[src/rtl/dice_pkg.sv]
// Shared types for the dice game controller: state encoding, die width and
// round-result / winner codes.
package dice_pkg;

    localparam int unsigned DICE_W = 4;
    localparam int unsigned RES_W  = 2;

    typedef enum logic [2:0] {
        ST_IDLE    = 3'd0,
        ST_ROLL1   = 3'd1,
        ST_SETTLE1 = 3'd2,
        ST_ROLL2   = 3'd3,
        ST_SETTLE2 = 3'd4,
        ST_JUDGE   = 3'd5,
        ST_SHOW    = 3'd6,
        ST_OVER    = 3'd7
    } state_e;

    localparam logic [RES_W-1:0] RES_NONE = 2'b00;
    localparam logic [RES_W-1:0] RES_P1   = 2'b01;
    localparam logic [RES_W-1:0] RES_P2   = 2'b10;
    localparam logic [RES_W-1:0] RES_DRAW = 2'b11;

    // Unsigned compare of the two held dice into a round-result code.
    function automatic logic [RES_W-1:0] judge_round(input logic [DICE_W-1:0] a,
                                                     input logic [DICE_W-1:0] b);
        if (a > b) return RES_P1;
        if (a < b) return RES_P2;
        return RES_DRAW;
    endfunction

endpackage

[src/rtl/dice_settle_timer.sv]
// Loadable down-counter giving the die time to settle after a stop key;
// done_c fires in the last of SETTLE_CYC enabled cycles after a load.
module dice_settle_timer #(
    parameter int unsigned SETTLE_CYC = 250
) (
    input  logic clk,
    input  logic rst,
    input  logic load,
    input  logic en,
    output logic done_c
);

    localparam int unsigned CNT_W = (SETTLE_CYC > 1) ? $clog2(SETTLE_CYC) : 1;

    logic [CNT_W-1:0] cnt_q, cnt_d;

    always_comb begin
        cnt_d = cnt_q;
        if (load) begin
            cnt_d = CNT_W'(SETTLE_CYC - 1);
        end else if (en && (cnt_q != '0)) begin
            cnt_d = cnt_q - CNT_W'(1);
        end
    end

    always_ff @(posedge clk or negedge rst) begin
        if (!rst) begin
            cnt_q <= '0;
        end else begin
            cnt_q <= cnt_d;
        end
    end

    assign done_c = en && (cnt_q == '0);

endmodule

[src/rtl/dice_game_ctrl.sv]
// Turn/round sequencer for the two-die game: roll/settle per player, judge, scores, winner.
// Optional DICE_DRAW_REROLL_EN: a drawn round restarts at ROLL1 without waiting for a key.
module dice_game_ctrl
    import dice_pkg::*;
#(
    parameter int unsigned WIN_SCORE  = 5,
    parameter int unsigned SETTLE_CYC = 250,
    parameter int unsigned SCORE_W    = 4
) (
    input  logic               clk,
    input  logic               rst,
    input  logic               key1,
    input  logic               key2,
    input  logic [DICE_W-1:0]  dice1,
    input  logic [DICE_W-1:0]  dice2,
    output logic               start1,
    output logic               start2,
    output logic               finish,
    output logic [DICE_W-1:0]  held1,
    output logic [DICE_W-1:0]  held2,
    output logic [SCORE_W-1:0] score1,
    output logic [SCORE_W-1:0] score2,
    output logic [RES_W-1:0]   round_res,
    output logic [RES_W-1:0]   winner
);

    state_e             state_q, state_d;
    logic               start1_q, start1_d;
    logic               start2_q, start2_d;
    logic               finish_q, finish_d;
    logic [DICE_W-1:0]  held1_q, held1_d;
    logic [DICE_W-1:0]  held2_q, held2_d;
    logic [SCORE_W-1:0] score1_q, score1_d;
    logic [SCORE_W-1:0] score2_q, score2_d;
    logic [RES_W-1:0]   round_res_q, round_res_d;
    logic [RES_W-1:0]   winner_q, winner_d;

    logic               tmr_load_c, tmr_en_c, tmr_done_c;
    logic [RES_W-1:0]   judge_c;
    logic               score1_win_c, score2_win_c;

    dice_settle_timer #(
        .SETTLE_CYC (SETTLE_CYC)
    ) u_settle_timer (
        .clk    (clk),
        .rst    (rst),
        .load   (tmr_load_c),
        .en     (tmr_en_c),
        .done_c (tmr_done_c)
    );

    assign judge_c      = judge_round(held1_q, held2_q);
    assign score1_win_c = (score1_q == SCORE_W'(WIN_SCORE));
    assign score2_win_c = (score2_q == SCORE_W'(WIN_SCORE));

    // Next-state and next-output logic; start lines are high only while in a ROLL state.
    always_comb begin
        state_d     = state_q;
        start1_d    = 1'b0;
        start2_d    = 1'b0;
        finish_d    = finish_q;
        held1_d     = held1_q;
        held2_d     = held2_q;
        score1_d    = score1_q;
        score2_d    = score2_q;
        round_res_d = round_res_q;
        winner_d    = winner_q;
        tmr_load_c  = 1'b0;
        tmr_en_c    = 1'b0;

        case (state_q)
            ST_IDLE: begin
                if (key1) begin
                    state_d  = ST_ROLL1;
                    start1_d = 1'b1;
                end
            end
            ST_ROLL1: begin
                round_res_d = RES_NONE;
                if (key1) begin
                    state_d    = ST_SETTLE1;
                    tmr_load_c = 1'b1;
                end else begin
                    start1_d = 1'b1;
                end
            end
            ST_SETTLE1: begin
                tmr_en_c = 1'b1;
                if (tmr_done_c) begin
                    held1_d  = dice1;
                    state_d  = ST_ROLL2;
                    start2_d = 1'b1;
                end
            end
            ST_ROLL2: begin
                if (key2) begin
                    state_d    = ST_SETTLE2;
                    tmr_load_c = 1'b1;
                end else begin
                    start2_d = 1'b1;
                end
            end
            ST_SETTLE2: begin
                tmr_en_c = 1'b1;
                if (tmr_done_c) begin
                    held2_d = dice2;
                    state_d = ST_JUDGE;
                end
            end
            ST_JUDGE: begin
                round_res_d = judge_c;
                state_d     = ST_SHOW;
                if ((judge_c == RES_P1) && (score1_q < SCORE_W'(WIN_SCORE))) begin
                    score1_d = score1_q + SCORE_W'(1);
                end
                if ((judge_c == RES_P2) && (score2_q < SCORE_W'(WIN_SCORE))) begin
                    score2_d = score2_q + SCORE_W'(1);
                end
`ifdef DICE_DRAW_REROLL_EN
                if (judge_c == RES_DRAW) begin
                    state_d  = ST_ROLL1;
                    start1_d = 1'b1;
                    held1_d  = '0;
                    held2_d  = '0;
                end
`endif
            end
            ST_SHOW: begin
                if (score1_win_c || score2_win_c) begin
                    state_d  = ST_OVER;
                    finish_d = 1'b1;
                    winner_d = score1_win_c ? RES_P1 : RES_P2;
                end else if (key1) begin
                    state_d     = ST_ROLL1;
                    start1_d    = 1'b1;
                    round_res_d = RES_NONE;
                    held1_d     = '0;
                    held2_d     = '0;
                end
            end
            ST_OVER: begin
                // Both keys together start a fresh match from a clean display.
                if (key1 && key2) begin
                    state_d     = ST_IDLE;
                    finish_d    = 1'b0;
                    winner_d    = RES_NONE;
                    score1_d    = '0;
                    score2_d    = '0;
                    round_res_d = RES_NONE;
                    held1_d     = '0;
                    held2_d     = '0;
                end
            end
            default: begin
                state_d = ST_IDLE;
            end
        endcase
    end

    always_ff @(posedge clk or negedge rst) begin
        if (!rst) begin
            state_q     <= ST_IDLE;
            start1_q    <= 1'b0;
            start2_q    <= 1'b0;
            finish_q    <= 1'b0;
            held1_q     <= '0;
            held2_q     <= '0;
            score1_q    <= '0;
            score2_q    <= '0;
            round_res_q <= RES_NONE;
            winner_q    <= RES_NONE;
        end else begin
            state_q     <= state_d;
            start1_q    <= start1_d;
            start2_q    <= start2_d;
            finish_q    <= finish_d;
            held1_q     <= held1_d;
            held2_q     <= held2_d;
            score1_q    <= score1_d;
            score2_q    <= score2_d;
            round_res_q <= round_res_d;
            winner_q    <= winner_d;
        end
    end

    assign start1    = start1_q;
    assign start2    = start2_q;
    assign finish    = finish_q;
    assign held1     = held1_q;
    assign held2     = held2_q;
    assign score1    = score1_q;
    assign score2    = score2_q;
    assign round_res = round_res_q;
    assign winner    = winner_q;

endmodule

[config.mk]
export PLATFORM = sky130hd
export DESIGN_NAME = dice_game_ctrl
export DESIGN_NICKNAME = d
export VERILOG_FILES = /design/src/rtl/dice_pkg.sv /design/src/rtl/dice_settle_timer.sv /design/src/rtl/dice_game_ctrl.sv
export SDC_FILE = /design/constraint.sdc
export NUM_CORES = 1
export LEC_CHECK = 0
export BUFFER_PORTS_ARGS = -buffer_cell sky130_fd_sc_hd__buf_2
export CORE_ASPECT_RATIO = 2
export CORE_MARGIN = 1.5
export CORE_UTILIZATION = 50
export CTS_CLUSTER_DIAMETER = 200
export CTS_CLUSTER_SIZE = 12
export DETAILED_ROUTE_END_ITERATION = 10
export GPL_TIMING_DRIVEN = 0
export PLACE_DENSITY = 0.74
export RECOVER_POWER = 50
export SLEW_MARGIN = 10
export SYNTH_ARGS = -nofsm -noshare
export SYNTH_HDL_FRONTEND = slang
export SYNTH_SLANG_ARGS = --single-unit
[constraint.sdc]
create_clock -name clk -period 4.6 [get_ports clk]
set_input_delay 0.69 -clock clk [delete_from_list [all_inputs] [get_ports clk]]
set_output_delay 0.69 -clock clk [all_outputs]
set_load 0.005 [all_outputs]
After elaboration in Yosys (flattened, before gate mapping)

Index checks and enable logic that the tools add are counted.

Bits in registers: 34
Bits of input ports: 12
Output and inout bits: 23
Word-level logic and storage cells: 110

Add/subtract/negate cells: 3
Order comparisons: 4
Eq/ne operators: 21
Muxes and demuxes: 48
Reductions and logical operators: 23

Operators by type and width:

| kind                                                                         | count |
|---|---|
| 4-bit two-way mux                                                            | 7 |
| 3-bit case mux with 8 select lines                                           | 1 |
| 4-bit case mux with 3 select lines                                           | 2 |
| 3-bit two-way mux                                                            | 7 |
| 2-bit != test, second input constant                                         | 10 |
| 2-bit two-way mux                                                            | 9 |
| 8-bit two-way mux                                                            | 2 |
| 4-bit case mux with 2 select lines                                           | 2 |
| 5-bit AND reduction                                                          | 3 |
| 3-bit == test, second input constant                                         | 4 |
| 1-bit two-way mux                                                            | 12 |
| 3-bit AND reduction                                                          | 3 |
| 4-bit by 1-bit adder with 4-bit output, second input constant                | 2 |
| 4-bit by 3-bit == test with 1-bit output, second input constant              | 2 |
| 8-bit zero test                                                              | 1 |
| 4-bit by 3-bit less-than comparator with 1-bit output, second input constant | 2 |
| 2-bit case mux with 4 select lines                                           | 1 |
| 8-bit nonzero test                                                           | 1 |
| 8-bit by 1-bit subtractor with 8-bit output, second input constant           | 1 |
| 3-bit by 2-bit == test with 1-bit output, second input constant              | 2 |
| 1-bit case mux with 2 select lines                                           | 3 |
| 2-bit nonzero test                                                           | 3 |
| 3-bit nonzero test                                                           | 2 |
| 1-bit logical AND                                                            | 5 |
| other kinds (12)                                                             | 12 |

Longest topological paths before layout

Depth after elaboration: 9
Mapped depth: 8

Modules after synthesis

Synthesis repeated with hierarchy kept, for this count alone.

Cells, all modules: 220
Area, all modules: 2,070.7 um2

Modules (own cells, without submodules):

| module            | instances | cells each | area each (um2) |
|---|---|---|---|
| dice_game_ctrl    | 1         | 169        | 1,594.0 |
| dice_settle_timer | 1         | 51         | 476.7 |

Worst setup path before layout

No wires, ideal clock.

Kind: reg2reg
Start: register held1_q[3] (netlist: held1[3])
End: register score2_q[2] (netlist: score2[2])
Setup time: 0.121 ns
Arrival time: 1.700 ns
Path slack: 2.779 ns
Stages on the path, launching flop included: 6
Buffers on the path: 0
Clock period less this slack: 1.821 ns
Path through: dfrtp_1 > ha_1 > a21o_1 > o21ba_2 > or3_1 > a22o_1

Longest elaborated chain between the ends: 9
Elaborated cells on any way between the ends: 12
Classes of those cells: 2 x order compare; 2 x eq/ne; 6 x mux; 2 x reduce/logical

RTL lines:

| what                            | line                  | text |
|---|---|---|
| start: declaration              | dice_game_ctrl.sv:31  | `logic [DICE_W-1:0] held1_q, held1_d;` |
| start signal: assignment        | dice_game_ctrl.sv:177 | `held1_q <= held1_d;` |
| 4-bit less-than comparator      | dice_pkg.sv:28        | `if (a < b) return RES_P2;` |
| 1-bit two-way mux (2 in a row)  | dice_pkg.sv:28        |  |
| 2-bit two-way mux               | dice_pkg.sv:29        | `return RES_DRAW;` |
| 2-bit two-way mux *             | dice_pkg.sv:28        |  |
| 2-bit == test *                 | dice_game_ctrl.sv:116 | `if ((judge_c == RES_P2) && (score2_q < SCORE_W'(WIN_SCORE))) begin` |
| 1-bit logical AND *             | dice_game_ctrl.sv:116 |  |
| 2-bit != test (no line) *       | n/a                   |  |
| 3-bit AND reduction (no line) * | n/a                   |  |
| end signal: assignment          | dice_game_ctrl.sv:180 | `score2_q <= score2_d;` |
| end: declaration                | dice_game_ctrl.sv:34  | `logic [SCORE_W-1:0] score2_q, score2_d;` |

Every way passes the cells marked *; elsewhere a longest branch is shown, timed or not. The select of a mux whose other input is x is not followed.
A chain may end at the register's enable or synchronous reset.

Worst setup path after layout

Start: register held2_q[1] (netlist: held2[1])
End: register score1_q[3] (netlist: score1[3])

Longest elaborated chain between the ends: 9
Elaborated cells on any way between the ends: 12
Classes of those cells: 2 x order compare; 2 x eq/ne; 6 x mux; 2 x reduce/logical

RTL lines:

| what                                       | line                  | text |
|---|---|---|
| start: declaration                         | dice_game_ctrl.sv:32  | `logic [DICE_W-1:0] held2_q, held2_d;` |
| start signal: assignment                   | dice_game_ctrl.sv:178 | `held2_q <= held2_d;` |
| 4-bit less-than comparator                 | dice_pkg.sv:28        |  |
| 1-bit two-way mux (2 in a row)             | dice_pkg.sv:28        |  |
| 2-bit two-way mux                          | dice_pkg.sv:29        |  |
| 2-bit two-way mux *                        | dice_pkg.sv:28        |  |
| 2-bit by 1-bit == test with 1-bit output * | dice_game_ctrl.sv:113 | `if ((judge_c == RES_P1) && (score1_q < SCORE_W'(WIN_SCORE))) begin` |
| 1-bit logical AND *                        | dice_game_ctrl.sv:113 |  |
| 2-bit != test (no line) *                  | n/a                   |  |
| 3-bit AND reduction (no line) *            | n/a                   |  |
| end signal: assignment                     | dice_game_ctrl.sv:179 | `score1_q <= score1_d;` |
| end: declaration                           | dice_game_ctrl.sv:33  | `logic [SCORE_W-1:0] score1_q, score1_d;` |

Marked as above.

==> results.json <==
{
  "status": "finished with violations",
  "violations": "capacitance limit, slew limit",
  "clk_path_buf_depth": 2,
  "drtPass1Iterations": 4,
  "final_max_slew_viol_count": 35,
  "whs_ns": 0.486,
  "crit_type": "flip-flop to flip-flop",
  "synth_top_area_share_pct": 43.1,
  "hold_path.class": "flip-flop to flip-flop",
  "post-synth-top-count-cell": "dfrtp_1",
  "place.gp.congestion": 0.895,
  "synth_ff_type": "dfrtp_1",
  "yosys_register_bits": 34,
  "fp.dieW_um": 47.4,
  "ant_nets": 0,
  "dp_hpwl_mm": 3.21,
  "fin_crit_sh_pct": 43.2,
  "cts_tree": "done",
  "initial_core_util_pct": 51.9,
  "insertion_delay_ns": 0.29,
  "num_rows": 32,
  "max_freq_ghz": 0.504,
  "drt-initial-drc-count": 39,
  "cts_hold_buf": 0,
  "dieArea_sq_um": 4360,
  "final.setup.tns_ns": 0,
  "drv_cap": 1,
  "grt_overflow": 0,
  "cts_made_buffers": 5,
  "dp_worst_setup_slack_ns": 2.48,
  "clockRootBuffer": "clkbuf_8",
  "grt_max_degree": 35,
  "power_density_nw_per_um2": 574,
  "areaGrowthSynthToFinish_pct": 17.1,
  "grt_antenna_before_repair": 0,
  "ctsResizeCount": 0,
  "grt_pass1_wl_mm": 6.89,
  "share_seq_of_total_power_pct": 35.2,
  "critPathLaunchType": "flip-flop",
  "relSlewSlack_pct": -21.3,
  "ys_types": 46,
  "setup_viol": 0,
  "routed_wl_mm": 4.27,
  "vias": 1697,
  "seq_area_frac_synth_pct": 43.1,
  "total_power_mw": 1.33,
  "worstMarginPinSlew_ns": 1.82,
  "endpoint_kind": "flip-flop",
  "p_clk_share_pct": 19.5,
  "grt_pass1_vias": 1578,
  "arrival_ns": 2.17,
  "synth_warnings": 0,
  "synth_area_leader_cell": "dfrtp_1",
  "post_cts_buffers": 0,
  "vias_per_cell": 5.64,
  "io_pins": 35,
  "fin_util_pct": 60.8,
  "worst_slack_ns": 2.61,
  "swShare_pct": 41.7,
  "track_usage_pct": 21.5,
  "rsz0062_at_grt": "false",
  "cp.required_ns": 4.78,
  "syn-num-nets": 232,
  "netlist_area_sq_um": 1970,
  "antenna_cells": 0,
  "p_leak_nw": 1.07,
  "peakVddDrop_mv": 0.380,
  "internal-power_mw": 0.774,
  "synthTopCellsByArea": "dfrtp_1, ha_1, o21ai_0",
  "drive_above_1_share_pct": 19.6,
  "wl_per_cell_um": 14.2,
  "final.setup_skew_ns": 0.00379,
  "nets": 273,
  "syn_inst": 208,
  "finalHoldViolations": 0,
  "die_h_um": 91.9,
  "p_sw_mw": 0.553,
  "portBuffers": 34,
  "async_reset_ff_share_pct": 100,
  "period_needed_ns": 1.99,
  "synth_commonest_cells": "dfrtp_1, nand2_1, inv_1, nor2_1, o21ai_0",
  "clkTransAtPathRegs_ns": 0.07,
  "core_area_sq_um": 3800,
  "synth_edf_count": 0,
  "p_comb_share_pct": 45.3,
  "htree_levels": 2,
  "drc": 0,
  "clock-sinks": 34,
  "syn_area_per_cell_sq_um": 9.49,
  "path_max_fanout": 6
}
==> metrics by stage <==
stage                     cell area, sq um  instances
after floorplan                       1970        208
after global placement                2210        293
after detailed placement              2210        293
after CTS                             2320        301
after global routing                  2310        301
final                                 2310        301
==> power by group through the flow <==
stage | logic, mW | registers, mW | clock network (mW)
6_report | 0.601 | 0.467 | 0.258
5_1_grt | 0.686 | 0.481 | 0.276
4_1_cts | 0.607 | 0.466 | 0.264
3_5_place_dp | 0.604 | 0.472 | 0
3_3_place_gp | 0.593 | 0.470 | 0
2_1_floorplan | 0.434 | 0.462 | 0
==> final cells by class <==
cell class / instances / area (sq um)
plain buffers: 5 / 23.8
clock buffers: 8 / 110
fillers: 352 / 1490
inverters: 20 / 75.1
multi-input cells: 149 / 1020
flip-flops and latches: 34 / 851
well taps: 51 / 63.8
repair buffers: 34 / 164
==> critical path, cell delays in order, from the launching register on <==
cell and delay [ns]:
dfrtp_1 0.39, inv_1 0.07, ha_1 0.29, nand2b_1 0.08
a21oi_1 0.09, o31ai_2 0.50, nor2_2 0.13, mux2_4 0.32
==> layer usage <==
layer / vias up / track usage [%] / wire, um
li1: 827 / - / -
met1: 823 / 23.6 / 1660
met2: 39 / 37.2 / 2340
met3: 8 / 3.15 / 172
met4: 0 / 10.4 / 102
met5: - / 0 / 0
==> final timing paths <==
check | startpoint | endpoint | slack, ns | depth (start not counted)
worst max-delay path | held2[1]$_DFFE_PN0P_ | score1[3]$_DFFE_PN0P_ | 2.61 | 7
worst min-delay path | round_res[0]$_DFFE_PN0P_ | round_res[0]$_DFFE_PN0P_ | 0.49 | 1
worst max register to register | held2[1]$_DFFE_PN0P_ | score1[3]$_DFFE_PN0P_ | 2.61 | 7
worst min register to register | round_res[0]$_DFFE_PN0P_ | round_res[0]$_DFFE_PN0P_ | 0.49 | 1
max in group asynchronous | rst | u_settle_timer.cnt_q[5]$_DFFE_PN0P_ | 2.67 | 1
min in group asynchronous | rst | held1[3]$_DFFE_PN0P_ | 0.88 | 1
==> state kept, by name, indices dropped and copies added, names as in the netlist <==
register and flops:
finish 1, held1 4, held2 4, round_res 2, score1 4, score2 4
start1 1, start2 1, state_q 3, u_settle_timer.cnt_q 8, winner 2
==> logic make-up (layout without fill, tap and decap cells) <==
logic type	Yosys count	in the layout	synth area share, %
simple gates	65	65	16.5
flops	34	34	43.1
mux	2	2	1.27
fa+ha+maj	12	12	7.60
compound gates	62	62	23.0
buf+inv	25	67	5.01
xor+xnor	8	8	3.55
==> layout by cell type, fill, tap and decap left out, types with 4 or more instances in the layout <==
cell	instances
dfrtp_1	34
buf_2	30
nand2_1	20
inv_1	18
nor2_1	17
o21ai_0	16
ha_1	12
a22oi_1	9
clkbuf_1	8
o2bb2ai_1	8
clkbuf_8	8
a21oi_1	7
xor2_1	6
nand3_1	5
nand3b_1	4
a21o_1	4
Power figures use the tool's default switching activity.
